## config.mk

```make
export PLATFORM = sky130hd
export DESIGN_NAME = multi_booth_r4
export DESIGN_NICKNAME = d
export VERILOG_FILES = /design/src/rtl/multi_booth_r4.sv
export SDC_FILE = /design/constraint.sdc
export NUM_CORES = 1
export LEC_CHECK = 0
export BUFFER_PORTS_ARGS = -buffer_cell sky130_fd_sc_hd__buf_2
export CELL_PAD_IN_SITES_DETAIL_PLACEMENT = 1
export CELL_PAD_IN_SITES_GLOBAL_PLACEMENT = 1
export CORE_ASPECT_RATIO = 0.7
export CORE_MARGIN = 10
export CORE_UTILIZATION = 35
export DETAILED_ROUTE_END_ITERATION = 8
export GPL_TIMING_DRIVEN = 0
export PLACE_DENSITY_LB_ADDON = 0.12
export SKIP_CTS_REPAIR_TIMING = 1
export SLEW_MARGIN = 20
export SYNTH_ARGS = -nofsm -noshare
export SYNTH_HDL_FRONTEND = slang
export SYNTH_SLANG_ARGS = --single-unit
```

## constraint.sdc

```tcl
create_clock -name clock -period 10.4 [get_ports clock]
set_clock_uncertainty 0.1 [all_clocks]
set_input_delay 1.04 -clock clock [delete_from_list [all_inputs] [get_ports clock]]
set_output_delay 1.04 -clock clock [all_outputs]
set_load 0.05 [all_outputs]
```

## src/rtl/multi_booth_r4.sv

```systemverilog
// Radix-4 Booth sequential multiplier with per-operation signed/unsigned mode.
// Handshake: rising edge of start launches; valid pulses with the registered product.
module multi_booth_r4 #(
  parameter int WIDTH      = 32,
  parameter bit EARLY_TERM = 1'b1
) (
  input  logic               clock,
  input  logic               reset,
  input  logic               start,
  input  logic               signed_mode,
  input  logic [WIDTH-1:0]   mlier,
  input  logic [WIDTH-1:0]   mcand,
  output logic [2*WIDTH-1:0] prodt,
  output logic               valid,
  output logic               busy
);

  localparam int PW = 2 * WIDTH;
  localparam int MW = WIDTH + 2;
  localparam int CW = $clog2(WIDTH / 2 + 2);
  localparam logic [CW-1:0] K_SIGNED   = CW'(WIDTH / 2);
  localparam logic [CW-1:0] K_UNSIGNED = CW'(WIDTH / 2 + 1);

  typedef enum logic [1:0] {
    S_IDLE,
    S_ITER,
    S_DONE
  } state_t;

  state_t          state, state_nxt;
  logic            start_q;
  logic [PW-1:0]   acc;
  logic [PW-1:0]   mc;
  logic [PW-1:0]   addend;
  logic [MW-1:0]   mr;
  logic            ovl;
  logic [CW-1:0]   cnt;
  logic [CW-1:0]   k_lim;
  logic            launch;
  logic            zero_tail;
  logic            finish;

  // Remaining digits are all zero once mr is pure sign extension matching ovl.
  always_comb begin
    launch    = (state == S_IDLE) && start && !start_q;
    zero_tail = ((mr == '0) && !ovl) || ((&mr) && ovl);
    finish    = (state == S_ITER) && ((cnt == k_lim) || (EARLY_TERM && zero_tail));
  end

  always_comb begin
    state_nxt = state;
    case (state)
      S_IDLE:  if (launch) state_nxt = S_ITER;
      S_ITER:  if (finish) state_nxt = S_DONE;
      S_DONE:  state_nxt = S_IDLE;
      default: state_nxt = S_IDLE;
    endcase
  end

  // Booth digit from {mr[1], mr[0], ovl}: 0, +-mc, +-2mc.
  always_comb begin
    addend = '0;
    case ({mr[1:0], ovl})
      3'b001, 3'b010: addend = mc;
      3'b011:         addend = {mc[PW-2:0], 1'b0};
      3'b100:         addend = -{mc[PW-2:0], 1'b0};
      3'b101, 3'b110: addend = -mc;
      default:        addend = '0;
    endcase
  end

  // NOTE: every sequential block uses non-blocking assignments so all registers
  // update from the same pre-edge values, independent of statement order.
  always_ff @(posedge clock) begin
    if (!reset) state <= S_IDLE;
    else        state <= state_nxt;
  end

  always_ff @(posedge clock) begin
    if (!reset) begin
      start_q <= 1'b0;
      prodt   <= '0;
      valid   <= 1'b0;
      busy    <= 1'b0;
      acc     <= '0;
      cnt     <= '0;
    end else begin
      start_q <= start;
      valid   <= finish;
      if (launch) begin
        busy <= 1'b1;
        acc  <= '0;
        cnt  <= '0;
      end else if (finish) begin
        prodt <= acc;
      end else if (state == S_ITER) begin
        acc <= acc + addend;
        cnt <= cnt + CW'(1);
      end
      if (state == S_DONE) busy <= 1'b0;
    end
  end

  // NOTE: operand shift registers carry no reset; they are always loaded at
  // launch before being read, so a reset would only add routing.
  always_ff @(posedge clock) begin
    if (launch) begin
      ovl   <= 1'b0;
      k_lim <= signed_mode ? K_SIGNED : K_UNSIGNED;
      mr    <= signed_mode ? {{2{mlier[WIDTH-1]}}, mlier} : {2'b00, mlier};
      mc    <= signed_mode ? {{WIDTH{mcand[WIDTH-1]}}, mcand} : {{WIDTH{1'b0}}, mcand};
    end else if ((state == S_ITER) && !finish) begin
      ovl <= mr[1];
      mr  <= {{2{mr[MW-1]}}, mr[MW-1:2]};
      mc  <= {mc[PW-3:0], 2'b00};
    end
  end

endmodule
```

==> results.json <==
{
  "status": "finished, final reports clean",
  "tns_ps": 0,
  "max_freq_mhz": 135,
  "tightest_slew_ps": 1170,
  "core_area_um2": 46400,
  "syn_inst": 2032,
  "drive_above_1_share_pct": 9.98,
  "finalCritPeriodShare_pct": 71.5,
  "ir_worst_vdd_mv": 0.120,
  "cp_cell_sequence": "or4_4, or4_1, buf_2, or3_4, or2_1, buf_6, nor3_4, nand2_1, or3_1, nand2_1, xor2_1, o21ai_1, ha_1, clkbuf_1, nand2_1, nor2_1, nand3_1, nor2_1, a2111oi_0, o32ai_1, o41ai_1, xnor2_1, a21o_1, a21oi_1",
  "ff_latch_area_um2": 5760,
  "synth_top_area_share_pct": 18.1,
  "yosysWarnings": 0,
  "first_global_vias": 16000,
  "dp_hpwl_um": 52300,
  "yosysSeqAreaShare_pct": 35.0,
  "viasPerCell": 5.64,
  "synthesis.nets": 2166,
  "critPathMaxFanout": 8,
  "num_rows": 66,
  "wl_per_cell_um": 23.7,
  "htreeDepth": 1,
  "hold_class": "flop to flop",
  "slew_headroom_pct": 22.2,
  "synth_top_area_cell": "edfxtp_1",
  "final_common_cell": "nand2_1",
  "fillers": 5663,
  "wl_um": 67100,
  "max_stage_delay_ps": 880,
  "antenna_cells": 0,
  "critPathKind": "flop to flop",
  "critPathSlowestCell": "o32ai_1",
  "synth_seq_cells": 238,
  "antenna_found_initial": 0,
  "die_h_um": 201,
  "cts_sinks": 238,
  "cts_tree": "done",
  "gp_congestion": 0.951,
  "worst_slack_ps": 2970,
  "area_growth_pct": 14.3,
  "grt_pass1_wl_um": 101000,
  "root_buffer": "clkbuf_16",
  "finish.net_count": 2328,
  "multiInputGateArea_um2": 10000,
  "dp.cells": 2777,
  "ant_nets": 0,
  "min_period_ps": 7430,
  "start_kind": "flop",
  "syn_area_per_cell_um2": 8.09,
  "path_common_cell": "nand2_1",
  "cts_buffers": 27,
  "fin_cells": 2827,
  "required_ps": 10720,
  "ys.flop_type": "dfxtp_1",
  "clk_latency_ps": 590,
  "dr.pass1.iters": 5,
  "initial_core_util_pct": 35.4,
  "numPortBuffers": 132,
  "final_cell_mix": "nand2_1, nor2_1, clkbuf_1, dfxtp_1, buf_2",
  "setup.worst_path.end_class": "flop",
  "fp.dieArea_um2": 56200,
  "rsz0062_at_grt": "false",
  "drc": 0,
  "cts_max_path_buffers": 3,
  "grt_max_degree": 57,
  "power_density_nw_per_um2": 175,
  "crit_arrival_ps": 7750,
  "cap_violations": 0,
  "overflow": 0,
  "p_leak_nw": 7.54,
  "netlist_area_um2": 16400,
  "drt_iter0_markers": 1299,
  "setup_viol": 0,
  "die_width_um": 279,
  "slew_violations": 0,
  "finalHoldViolCount": 0,
  "async_flop_share_pct": 0,
  "clk_pin_slew_ps": 70,
  "synth-edff-count": 99,
  "dr_total_vias": 16000,
  "synthTopCellsByArea": "edfxtp_1, dfxtp_1, nand2_1",
  "track_usage_pct": 23.1,
  "synth_cell_types": 71,
  "io_pins": 134,
  "place_ws_ps": 2960
}
## worst paths after layout
kind	start	cells after the start	end	slack [ps]
max	mc[16]	24	acc[63]	2970
min	acc[49]	2	acc[49]	400
max reg2reg	mc[16]	24	acc[63]	2970
min reg2reg	acc[49]	2	acc[49]	400
## critical path: cells and delay by family (launching register included)
kind	cells	cell delay, ps
fa+ha+maj	1	350
buf+inv	3	630
xor+xnor	2	720
flops	1	530
simple gates	12	3240
compound gates	6	1690
## registers in the layout (all words and copies together), names as in the netlist, 2 cells and up
register and flops:
acc 64, mc 64, prodt 64, mr 34
cnt 5, state 2
## synth_stat cells, types with 4 or more instances
cell type,n
a211oi_1,15
a21o_1,75
a21oi_1,135
a221o_1,4
a221oi_1,21
a22oi_1,36
a31oi_1,21
and2_1,13
and3_1,11
buf_1,8
buf_2,4
clkbuf_1,142
dfxtp_1,139
edfxtp_1,99
ha_1,65
inv_1,17
mux2_2,11
mux2i_1,86
nand2_1,357
nand2b_1,11
nand3_1,24
nand4_1,30
nor2_1,165
nor2b_1,76
nor3_1,33
nor4_1,24
o211ai_1,13
o21a_1,5
o21ai_0,127
o21ai_1,4
o21bai_1,14
o221ai_1,6
o22ai_1,6
o31ai_1,9
or2_2,5
or3_1,28
or4_1,12
xnor2_1,71
xor2_1,64
## per-stage QoR
| step | power (mW) | utilization, % | hold slack (ps) | area (µm²) |
|---|---|---|---|---|
| floorplan | 1.90 | - | 349 | 16400 |
| global placement | 2.28 | 38.5 | 381 | 17900 |
| detailed placement | 2.30 | 38.6 | 396 | 17900 |
| CTS | 3.30 | 40.5 | 408 | 18800 |
| global route | 3.47 | 40.5 | 423 | 18800 |
| finish | 3.29 | 40.5 | 402 | 18800 |
## routing by layer
metal / vias to the layer above / wire length (µm) / GRT usage, %
met2: 477 / 27500 / 33.7
li1: 7571 / - / -
met5: - / 0 / 0
met1: 7821 / 33300 / 34.1
met3: 82 / 4970 / 5.06
met4: 0 / 1310 / 4.65
## area by class of cell
cell class                 instances  share of cell area (%)
sequential                       238                    30.6
clock buffer                      32                    3.86
inverter                          18                   0.360
multi-input combinational       1619                    53.3
buffer                           157                    3.28
tap                              612                    4.07
clock inverter                    18                   0.839
timing repair buffer             133                    3.66
## cell families (layout without fill, tap and decap cells)
logic type / Yosys count / in the layout / synth area share, %
AO/OA/AOI/OAI: 514 / 514 / 19.7
XOR/XNOR: 135 / 135 / 7.19
adder cells (fa/ha/maj): 66 / 66 / 5.07
buffers and inverters: 175 / 358 / 4.14
flip-flops: 238 / 238 / 35.0
multiplexers: 97 / 97 / 5.99
AND/OR/NAND/NOR: 807 / 807 / 22.9
## power by group
| group | internal (mW) | switching, mW | leakage (nW) |
|---|---|---|---|
| combinational | 0.364 | 0.778 | 5.01 |
| sequential | 1.07 | 0.0946 | 2.10 |
| clock | 0.548 | 0.436 | 0.428 |
| total | 1.98 | 1.31 | 7.54 |
(Power assumes the default switching activity.)
